--- src/rtl/comp2_arb_if.sv ---
// Bundle between four requesters, the shared 2-bit comparator and the response consumer.
// No logic; the arbiter owns timing (grant combinational in IDLE, response registered).
// Backpressure: requests wait on req_ready, the response holds until rsp_ready.
interface comp2_arb_if;
    logic [3:0] req_valid;
    logic [7:0] req_x;
    logic [7:0] req_y;
    logic [3:0] req_ready;

    logic       cmp_x1;
    logic       cmp_x0;
    logic       cmp_y1;
    logic       cmp_y0;
    logic       cmp_zx;
    logic       cmp_zy;
    logic       cmp_zeq;

    logic       rsp_valid;
    logic       rsp_ready;
    logic [1:0] rsp_id;
    logic       rsp_zx;
    logic       rsp_zy;
    logic       rsp_zeq;

    modport master (
        output req_valid, req_x, req_y,
        input  req_ready,
        input  cmp_x1, cmp_x0, cmp_y1, cmp_y0,
        output cmp_zx, cmp_zy, cmp_zeq,
        input  rsp_valid, rsp_id, rsp_zx, rsp_zy, rsp_zeq,
        output rsp_ready
    );

    modport slave (
        input  req_valid, req_x, req_y,
        output req_ready,
        output cmp_x1, cmp_x0, cmp_y1, cmp_y0,
        input  cmp_zx, cmp_zy, cmp_zeq,
        output rsp_valid, rsp_id, rsp_zx, rsp_zy, rsp_zeq,
        input  rsp_ready
    );
endinterface

--- src/rtl/comp2_arb.sv ---
// Round-robin arbiter sharing one external 2-bit comparator among four requesters.
// Latency: response valid SETTLE edges after the grant edge (SETTLE legal 1..15).
// Backpressure: one transaction in flight; no grant until the response handshakes.
module comp2_arb #(
    parameter int SETTLE = 1
) (
    input  logic         clk,
    input  logic         rst,
    comp2_arb_if.slave   bus,
    output logic         busy,
    output logic         err
);
    typedef enum logic [1:0] {IDLE, WAIT, RESP} state_t;

    state_t     state;
    logic [1:0] ptr;
    logic [1:0] id_q;
    logic [3:0] cnt;
    logic [1:0] x_q;
    logic [1:0] y_q;
    logic       rsp_valid_q;
    logic       zx_q;
    logic       zy_q;
    logic       zeq_q;

    logic [3:0] grant;
    logic [1:0] gnt_idx;
    logic [1:0] idx;
    logic       gnt_any;
    logic [1:0] hot_cnt;

    // Search starts one past the last winner so every requester gets a turn.
    always_comb begin
        grant   = 4'b0000;
        gnt_idx = ptr;
        idx     = ptr;
        gnt_any = 1'b0;
        if (state == IDLE) begin
            for (int k = 1; k <= 4; k++) begin
                idx = ptr + 2'(k);
                if (!gnt_any && bus.req_valid[idx]) begin
                    gnt_any = 1'b1;
                    gnt_idx = idx;
                end
            end
        end
        if (gnt_any)
            grant = 4'b0001 << gnt_idx;
    end

    assign hot_cnt = {1'b0, bus.cmp_zx} + {1'b0, bus.cmp_zy} + {1'b0, bus.cmp_zeq};

    always_ff @(posedge clk) begin
        if (rst) begin
            state       <= IDLE;
            ptr         <= 2'd3;
            id_q        <= 2'd0;
            cnt         <= 4'd0;
            x_q         <= 2'd0;
            y_q         <= 2'd0;
            rsp_valid_q <= 1'b0;
            zx_q        <= 1'b0;
            zy_q        <= 1'b0;
            zeq_q       <= 1'b0;
            busy        <= 1'b0;
            err         <= 1'b0;
        end else begin
            case (state)
                IDLE: begin
                    if (gnt_any) begin
                        x_q   <= bus.req_x[2*gnt_idx +: 2];
                        y_q   <= bus.req_y[2*gnt_idx +: 2];
                        id_q  <= gnt_idx;
                        ptr   <= gnt_idx;
                        cnt   <= 4'(SETTLE - 1);
                        state <= WAIT;
                        busy  <= 1'b1;
                    end
                end
                WAIT: begin
                    if (cnt == 4'd0) begin
                        zx_q        <= bus.cmp_zx;
                        zy_q        <= bus.cmp_zy;
                        zeq_q       <= bus.cmp_zeq;
                        rsp_valid_q <= 1'b1;
                        state       <= RESP;
                        // A broken comparator is flagged but its result still goes out as-is.
                        if (hot_cnt != 2'd1)
                            err <= 1'b1;
                    end else begin
                        cnt <= cnt - 4'd1;
                    end
                end
                RESP: begin
                    if (bus.rsp_ready) begin
                        rsp_valid_q <= 1'b0;
                        state       <= IDLE;
                        busy        <= 1'b0;
                    end
                end
                default: begin
                    state <= IDLE;
                    busy  <= 1'b0;
                end
            endcase
        end
    end

    assign bus.req_ready = grant;
    assign bus.cmp_x1    = x_q[1];
    assign bus.cmp_x0    = x_q[0];
    assign bus.cmp_y1    = y_q[1];
    assign bus.cmp_y0    = y_q[0];
    assign bus.rsp_valid = rsp_valid_q;
    assign bus.rsp_id    = id_q;
    assign bus.rsp_zx    = zx_q;
    assign bus.rsp_zy    = zy_q;
    assign bus.rsp_zeq   = zeq_q;
endmodule

--- src/flat_wrapper.sv ---
// flat-port wrapper written by rule: the top's interface ports become plain ports
module comp2_arb_flat 
#(
    parameter int SETTLE = 1
)
  (clk, rst, busy, err, bus_req_valid, bus_req_x, bus_req_y, bus_req_ready, bus_cmp_x1, bus_cmp_x0, bus_cmp_y1, bus_cmp_y0, bus_cmp_zx, bus_cmp_zy, bus_cmp_zeq, bus_rsp_valid, bus_rsp_id, bus_rsp_zx, bus_rsp_zy, bus_rsp_zeq, bus_rsp_ready);
  comp2_arb_if bus_i ();
  input  logic clk;
  input  logic rst;
  output logic busy;
  output logic err;
  input wire logic [$bits(bus_i.req_valid)-1:0] bus_req_valid;
  input wire logic [$bits(bus_i.req_x)-1:0] bus_req_x;
  input wire logic [$bits(bus_i.req_y)-1:0] bus_req_y;
  output wire logic [$bits(bus_i.req_ready)-1:0] bus_req_ready;
  output wire logic [$bits(bus_i.cmp_x1)-1:0] bus_cmp_x1;
  output wire logic [$bits(bus_i.cmp_x0)-1:0] bus_cmp_x0;
  output wire logic [$bits(bus_i.cmp_y1)-1:0] bus_cmp_y1;
  output wire logic [$bits(bus_i.cmp_y0)-1:0] bus_cmp_y0;
  input wire logic [$bits(bus_i.cmp_zx)-1:0] bus_cmp_zx;
  input wire logic [$bits(bus_i.cmp_zy)-1:0] bus_cmp_zy;
  input wire logic [$bits(bus_i.cmp_zeq)-1:0] bus_cmp_zeq;
  output wire logic [$bits(bus_i.rsp_valid)-1:0] bus_rsp_valid;
  output wire logic [$bits(bus_i.rsp_id)-1:0] bus_rsp_id;
  output wire logic [$bits(bus_i.rsp_zx)-1:0] bus_rsp_zx;
  output wire logic [$bits(bus_i.rsp_zy)-1:0] bus_rsp_zy;
  output wire logic [$bits(bus_i.rsp_zeq)-1:0] bus_rsp_zeq;
  input wire logic [$bits(bus_i.rsp_ready)-1:0] bus_rsp_ready;
  assign bus_i.req_valid = bus_req_valid;
  assign bus_i.req_x = bus_req_x;
  assign bus_i.req_y = bus_req_y;
  assign bus_req_ready = bus_i.req_ready;
  assign bus_cmp_x1 = bus_i.cmp_x1;
  assign bus_cmp_x0 = bus_i.cmp_x0;
  assign bus_cmp_y1 = bus_i.cmp_y1;
  assign bus_cmp_y0 = bus_i.cmp_y0;
  assign bus_i.cmp_zx = bus_cmp_zx;
  assign bus_i.cmp_zy = bus_cmp_zy;
  assign bus_i.cmp_zeq = bus_cmp_zeq;
  assign bus_rsp_valid = bus_i.rsp_valid;
  assign bus_rsp_id = bus_i.rsp_id;
  assign bus_rsp_zx = bus_i.rsp_zx;
  assign bus_rsp_zy = bus_i.rsp_zy;
  assign bus_rsp_zeq = bus_i.rsp_zeq;
  assign bus_i.rsp_ready = bus_rsp_ready;
  comp2_arb #(.SETTLE(SETTLE)) u_core (.clk(clk), .rst(rst), .bus(bus_i), .busy(busy), .err(err));
endmodule
--- config.mk ---
export PLATFORM = sky130hd
export DESIGN_NAME = comp2_arb_flat
export DESIGN_NICKNAME = d
export VERILOG_FILES = /design/src/rtl/comp2_arb_if.sv /design/src/rtl/comp2_arb.sv /design/src/flat_wrapper.sv
export SDC_FILE = /design/constraint.sdc
export NUM_CORES = 1
export LEC_CHECK = 0
export BUFFER_PORTS_ARGS = -buffer_cell sky130_fd_sc_hd__buf_2
export CAP_MARGIN = 15
export CORE_UTILIZATION = 43
export CTS_CLUSTER_SIZE = 12
export DETAILED_ROUTE_END_ITERATION = 6
export PLACE_DENSITY = 0.75
export SETUP_SLACK_MARGIN = 0.4
export SYNTH_ARGS = -nofsm -noshare
export SYNTH_HDL_FRONTEND = slang
export SYNTH_SLANG_ARGS = --single-unit
--- constraint.sdc ---
create_clock -name clk -period 1.42 [get_ports clk]
set_input_delay 0.142 -clock clk [delete_from_list [all_inputs] [get_ports clk]]
set_output_delay 0.142 -clock clk [all_outputs]
set_load 0.02 [all_outputs]
==> flow_summary_export.csv, run 1 <==
group,metric,value,unit
status,outcome,"complete, but fails checks",
status,violations,"negative setup slack",
final_layout,drive_gt1_frac,0.651,
clock_tree,numCtsBuffers,3,
synth,yosysWarningCount,0,
setup_path,rrSetupSlack,-0.31,ns
route,wl,3.61,mm
global_routing,overflow,0,
synth,syn-instance-count,119,
setup_path,r2r_cells,7,
synth,synth_cell_type_count,34,
timing,hold_viol_final,0,
setup_path,crit_path_frequent_cell,"buf_6",
global_routing,antenna_found_initial,0,
timing,timing.slew.headroom,0.762,
final_layout,diodes,0,
setup_path,worst_ep_arrival_time,1.72,ns
min_path,hold_path.startpoint,"bus_cmp_zy",
setup_path,criticalPathCategory,"register to output port",
setup_path,critPathRequiredTime,1.28,ns
route,remaining_drc_errors,0,
final_layout,areaGrowthSynthToFinish,68.4,%
timing,tns,-2.96,ns
min_path,hold_class,"input port to register",
timing,drv_slew,0,
synth,netlist_area,1080,um^2
synth,yosysSeqAreaShare,0.372,
clock_tree,root_buffer,"clkbuf_4",
global_routing,grt_util_all_layers,0.284,
placed_design,place_congestion,0.736,
setup_path,r2r-end,"u_core.x_q[0]",
clock_tree,clk_latency,0.32,ns
setup_path,cp_slowest_stage_delay,0.40,ns
placed_design,pre_cts_slack,-0.297,ns
timing,worstMarginPinSlew,0.356,ns
route,vias_per_cell,5.51,
route,vias,1196,
die,die_h,52.1,um
die,die-area,2710,um^2
clock_tree,h-tree-depth,1,
min_path,holdPathStages,3,
route,detail_route.wl_per_cell,16.6,um
final_layout,nFillCells,142,
setup_path,startpoint_type,"register",
timing,hold_slack,0.111,ns
timing,rsz0062_at_grt,"yes",
setup_path,end_kind,"output port",
timing,finalSetupViolations,11,
global_routing,grt_pass1_wl,5.51,mm
die,fp-row-count,17,
die,ios,42,
clock_tree,clockBufferDepth,2,
synth,ys_ff_latch,20,
clock_tree,cts_tree,"built",
die,core-area,2280,um^2
final_layout,finish.net_count,219,
timing,finalCritPeriodShare,1.31,
final_layout,layout_common_cells,"36 x buf_2, 21 x buf_4, 13 x buf_6",
route,drt-pass1-iter-count,4,
timing,fin_crit,1.87,ns
clock_tree,clk_pin_slew,0.12,ns
route,antenna_left,0,
global_routing,grt_pass1_vias,1204,
setup_path,cp_slowest_cell,"dfxtp_4",
timing,finalWorstSetupSlack,-0.446,ns
min_path,hold_end,"u_core.bus.rsp_zy",
clock_tree,cts_hold_buf,0,
placed_design,dp_hpwl,2.12,mm
clock_tree,cts_sinks,20,
power_and_ir_drop,totalPowerFinal,4.93,mW
power_and_ir_drop,ir_worst_vdd,1770,uV
setup_path,crit_fanout,8,
run,maxCapViolCount,0,
setup_path,crit_path_cell_trace,"buf_6 > nand2b_4 > a31oi_4 > nand3_2 > buf_6 > nor2_2 > buf_4",
setup_path,r2r-start,"u_core.ptr[1]",
synth,syn_nets,148,
final_layout,fin_util,0.797,
global_routing,grt_max_degree,18,
die,die_x,52.1,um
timing,fin_skew,0.00277,ns
timing,fmax,0.536,GHz
synth,synth_area_per_cell,9.05,um^2
power_and_ir_drop,p_leak,0.824,nW
die,start_util,0.473,
placed_design,portBuffers,41,
final_layout,final_common_cell,"buf_2",
route,drt_iter0_drc,12,
power_and_ir_drop,powerDensity,2720,nW/um^2
-- worst max-delay path, delay by kind of cell (launching register included) --
family,cells,cell delay [ns]
compound gates,1,0.21
buf+inv,3,0.44
simple gates,3,0.37
flops,1,0.40
-- stage by stage --
step                      area [um^2]  instances
after global routing             1810        217
final                            1810        217
after floorplan                  1160        119
after CTS                        1690        211
after detailed placement         1440        194
after global placement           1440        194
-- metal layers --
metal	track usage	share of wire	routed length (um)
met5	0	0	0
met1	0.342	0.41	1490
met4	0.135	0.029	106
met3	0.0614	0.055	198
met2	0.472	0.50	1820
-- report_power, final --
part / leakage, nW / switching [mW] / internal, mW
registers: 0.168 / 0.207 / 0.827
clock network: 0.0210 / 0.197 / 0.157
logic: 0.635 / 1.74 / 1.80
total: 0.824 / 2.14 / 2.79
-- final cells by class --
type	instances	area, um^2	share of cell area
inverters	7	30.0	0.0166
clock buffers	4	36.3	0.0200
flip-flops and latches	20	422	0.232
multi-input cells	88	807	0.445
repair buffers	70	484	0.267
well taps	28	35.0	0.0193
-- flip-flops by register name, indices dropped and copies added, names as in the netlist --
name,count
u_core.busy,1
u_core.y_q,2
u_core.bus.rsp_valid,1
u_core.err,1
u_core.cnt,4
u_core.bus.rsp_zx,1
u_core.state,2
u_core.bus.rsp_zy,1
u_core.bus.rsp_zeq,1
u_core.bus.rsp_id,2
u_core.x_q,2
u_core.ptr,2
-- cells in the mapped netlist --
| cell type | number | area share |
|---|---|---|
| nor2_1 | 15 | 0.052 |
| fa_1 | 1 | 0.019 |
| a211o_1 | 1 | 0.0081 |
| o221ai_1 | 4 | 0.033 |
| o21a_1 | 1 | 0.0070 |
| nand2b_1 | 6 | 0.035 |
| nor2_4 | 1 | 0.010 |
| a311oi_2 | 1 | 0.014 |
| nand3b_1 | 1 | 0.0070 |
| nor4_1 | 1 | 0.0058 |
| nor2b_1 | 2 | 0.012 |
| or2_2 | 3 | 0.017 |
| buf_6 | 2 | 0.021 |
| nand2_1 | 8 | 0.028 |
| o211ai_4 | 1 | 0.020 |
| nand3_1 | 1 | 0.0046 |
| nor3_1 | 5 | 0.023 |
| a21o_1 | 1 | 0.0070 |
| or3_1 | 1 | 0.0058 |
| nand4bb_1 | 1 | 0.010 |
| o21ai_0 | 2 | 0.0093 |
| mux2i_1 | 11 | 0.10 |
| buf_2 | 1 | 0.0046 |
| xnor2_1 | 2 | 0.016 |
| inv_1 | 7 | 0.024 |
| nor2_2 | 1 | 0.0058 |
| or4_1 | 1 | 0.0070 |
| clkbuf_1 | 1 | 0.0035 |
| a21oi_1 | 11 | 0.051 |
| o211ai_2 | 1 | 0.012 |
| ha_1 | 2 | 0.023 |
| o221ai_4 | 1 | 0.024 |
| a31oi_1 | 1 | 0.0058 |
| dfxtp_1 | 20 | 0.37 |
-- how the worst max path moves through the flow --
| stage | from | end | cells after the start |
|---|---|---|---|
| finish | u_core.ptr[1] | bus_req_ready[2] | 7 |
| global route | u_core.ptr[1] | bus_req_ready[2] | 7 |
| CTS | u_core.ptr[1] | bus_req_ready[3] | 7 |
| detailed placement | u_core.ptr[1] | u_core.x_q[0] | 5 |
| global placement | u_core.ptr[1] | bus_req_ready[3] | 5 |
| floorplan | u_core.ptr[1] | u_core.x_q[0] | 7 |
-- repair_timing --
| action | CTS | global route |
|---|---|---|
| pin swaps | 11 | 7 |
| endpoints found under the setup margin | 24 | 28 |
| endpoints found under the hold margin | 0 | 0 |
| gates cloned | 1 | 0 |
| gates resized for setup | 33 | 21 |
| setup buffers | 12 | 6 |
-- cell families (layout without fill, tap and decap cells) --
logic type,count (synthesis),in the layout,share of synthesized area
xor+xnor,2,2,0.0163
simple gates,47,47,0.224
fa+ha+maj,3,3,0.0418
compound gates,25,25,0.190
buf+inv,11,81,0.0534
flops,20,20,0.372
mux,11,11,0.102
(Power assumes the default switching activity.)
==> inputs of run 2 (changes only) <==
--- a/config.mk
+++ b/config.mk
@@ -12,6 +12,7 @@
 export DETAILED_ROUTE_END_ITERATION = 6
 export PLACE_DENSITY = 0.75
 export SETUP_SLACK_MARGIN = 0.4
+export SKIP_CTS_REPAIR_TIMING = 1
 export SYNTH_ARGS = -nofsm -noshare
 export SYNTH_HDL_FRONTEND = slang
 export SYNTH_SLANG_ARGS = --single-unit
==> constraint.sdc (replaced) <==
create_clock -name clk -period 1.42 [get_ports clk]
set_input_delay 0.213 -clock clk [delete_from_list [all_inputs] [get_ports clk]]
set_output_delay 0.213 -clock clk [all_outputs]
set_load 0.02 [all_outputs]
==> flow_summary_export.csv, run 2 (synthesized netlist as in run 1, its figures left out) <==
group,metric,value,unit
power_and_ir_drop,ir_worst_vdd,1600,uV
global_routing,overflow,0,
setup_path,startpoint_type,"register",
clock_tree,clockBufferDepth,2,
die,core-area,2280,um^2
setup_path,cp_slowest_cell,"dfxtp_4",
setup_path,critPathRequiredTime,1.21,ns
power_and_ir_drop,powerDensity,2620,nW/um^2
timing,finalWorstSetupSlack,-0.419,ns
global_routing,antenna_found_initial,0,
die,die_x,52.1,um
timing,hold_viol_final,0,
clock_tree,numCtsBuffers,3,
setup_path,crit_path_cell_trace,"a311oi_2 > o221ai_4 > buf_6 > nor2_4 > buf_2",
final_layout,layout_common_cells,"24 x buf_2, 21 x buf_4, 17 x buf_6",
route,detail_route.wl_per_cell,15.7,um
route,vias,1129,
timing,fmax,0.544,GHz
setup_path,crit_fanout,6,
timing,timing.slew.headroom,0.773,
final_layout,largest_reg_flops,4,
final_layout,drive_gt1_frac,0.699,
timing,rsz0062_at_grt,"yes",
die,die_h,52.1,um
setup_path,end_kind,"output port",
setup_path,worst_ep_arrival_time,1.63,ns
global_routing,grt_pass1_vias,1014,
clock_tree,clk_pin_slew,0.13,ns
timing,finalSetupViolations,11,
die,die-area,2710,um^2
placed_design,portBuffers,41,
global_routing,grt_max_degree,18,
final_layout,areaGrowthSynthToFinish,74.8,%
route,wl,3.31,mm
setup_path,criticalPathCategory,"register to output port",
route,drt-pass1-iter-count,4,
clock_tree,root_buffer,"clkbuf_4",
final_layout,finish.net_count,213,
final_layout,diodes,0,
die,ios,42,
status,outcome,"complete, but fails checks",
setup_path,rrSetupSlack,-0.21,ns
setup_path,cp_slowest_stage_delay,0.38,ns
power_and_ir_drop,p_sw,2.05,mW
timing,fin_skew,0.0135,ns
status,violations,"negative setup slack",
power_and_ir_drop,pwr-share-comb,0.687,
power_and_ir_drop,p_clk_frac,0.095,
route,antenna_left,0,
clock_tree,h-tree-depth,1,
placed_design,place_congestion,0.705,
power_and_ir_drop,totalPowerFinal,4.93,mW
final_layout,final_common_cell,"buf_2",
timing,fin_crit,1.84,ns
placed_design,dp_hpwl,2.07,mm
placed_design,pre_cts_slack,-0.279,ns
timing,worstMarginPinSlew,0.341,ns
min_path,hold_class,"input port to register",
setup_path,r2r_cells,6,
power_and_ir_drop,p_seq_frac,0.218,
power_and_ir_drop,p_int,2.89,mW
route,drt_iter0_drc,19,
timing,finalCritPeriodShare,1.30,
final_layout,nFillCells,129,
clock_tree,clk_latency,0.30,ns
clock_tree,cts_sinks,20,
route,vias_per_cell,5.35,
global_routing,grt_pass1_wl,4.34,mm
min_path,holdPathStages,3,
die,fp-row-count,17,
timing,drv_slew,0,
final_layout,max_flop_register,"u_core.cnt",
power_and_ir_drop,p_leak,0.820,nW
clock_tree,cts_tree,"built",
run,maxCapViolCount,0,
route,remaining_drc_errors,0,
die,start_util,0.473,
global_routing,grt_util_all_layers,0.214,
power_and_ir_drop,netSwitchingFraction,0.415,
==> run 2: worst max-delay path, delay by kind of cell (launching register included) <==
family / cells / cell delay, ns
AOI/OAI and AO/OA: 2 / 0.50
buffers and inverters: 2 / 0.35
DFF: 1 / 0.38
and+or+nand+nor: 1 / 0.08
==> run 2: metrics by stage <==
stage / setup TNS, ns / std cells / hold slack (ns) / area [um^2] / utilization
6_report: -2.41 / 211 / 0.173 / 1880 / 0.827
5_1_grt: -3.21 / 211 / 0.196 / 1880 / 0.827
4_1_cts: -3.41 / 203 / 0.175 / 1570 / 0.690
3_5_place_dp: -2.79 / 199 / 0.448 / 1520 / 0.667
3_3_place_gp: -2.06 / 199 / 0.440 / 1520 / 0.667
2_1_floorplan: -0.792 / 119 / 0.285 / 1180 / -
==> run 2: final timing paths <==
path,startpoint,end
hold reg to reg,u_core.x_q[1],u_core.x_q[1]
setup / recovery,u_core.state[0],bus_req_ready[2]
hold / removal,bus_cmp_zy,u_core.bus.rsp_zy
setup reg to reg,u_core.ptr[1],u_core.y_q[0]
==> run 2: layer usage <==
layer  track usage  part of all wire  vias up  routed length [um]
li1              -                 -      548                   -
met1         0.265              0.42      548                1390
met2         0.387              0.55       33                1830
met3        0.0322             0.028        0                  94
met4        0.0405                 0        0                   0
met5             0                 0        -                   0
==> run 2: cell type report <==
type	count	area [um^2]	area share
repair buffers	64	509	0.270
multi-input cells	88	826	0.439
well taps	28	35.0	0.0186
flip-flops and latches	20	432	0.229
clock inverters	1	30.0	0.0159
clock buffers	3	22.5	0.0120
inverters	7	28.8	0.0153
==> run 2: power by group through the flow <==
stage          Sequential (mW)  Combinational (mW)  Clock [mW]
6_report                  1.07                3.39       0.469
5_1_grt                   1.10                3.60       0.496
4_1_cts                  0.979                2.53       0.468
3_5_place_dp             0.985                2.51           0
3_3_place_gp             0.971                2.45           0
2_1_floorplan             1.12                1.60           0
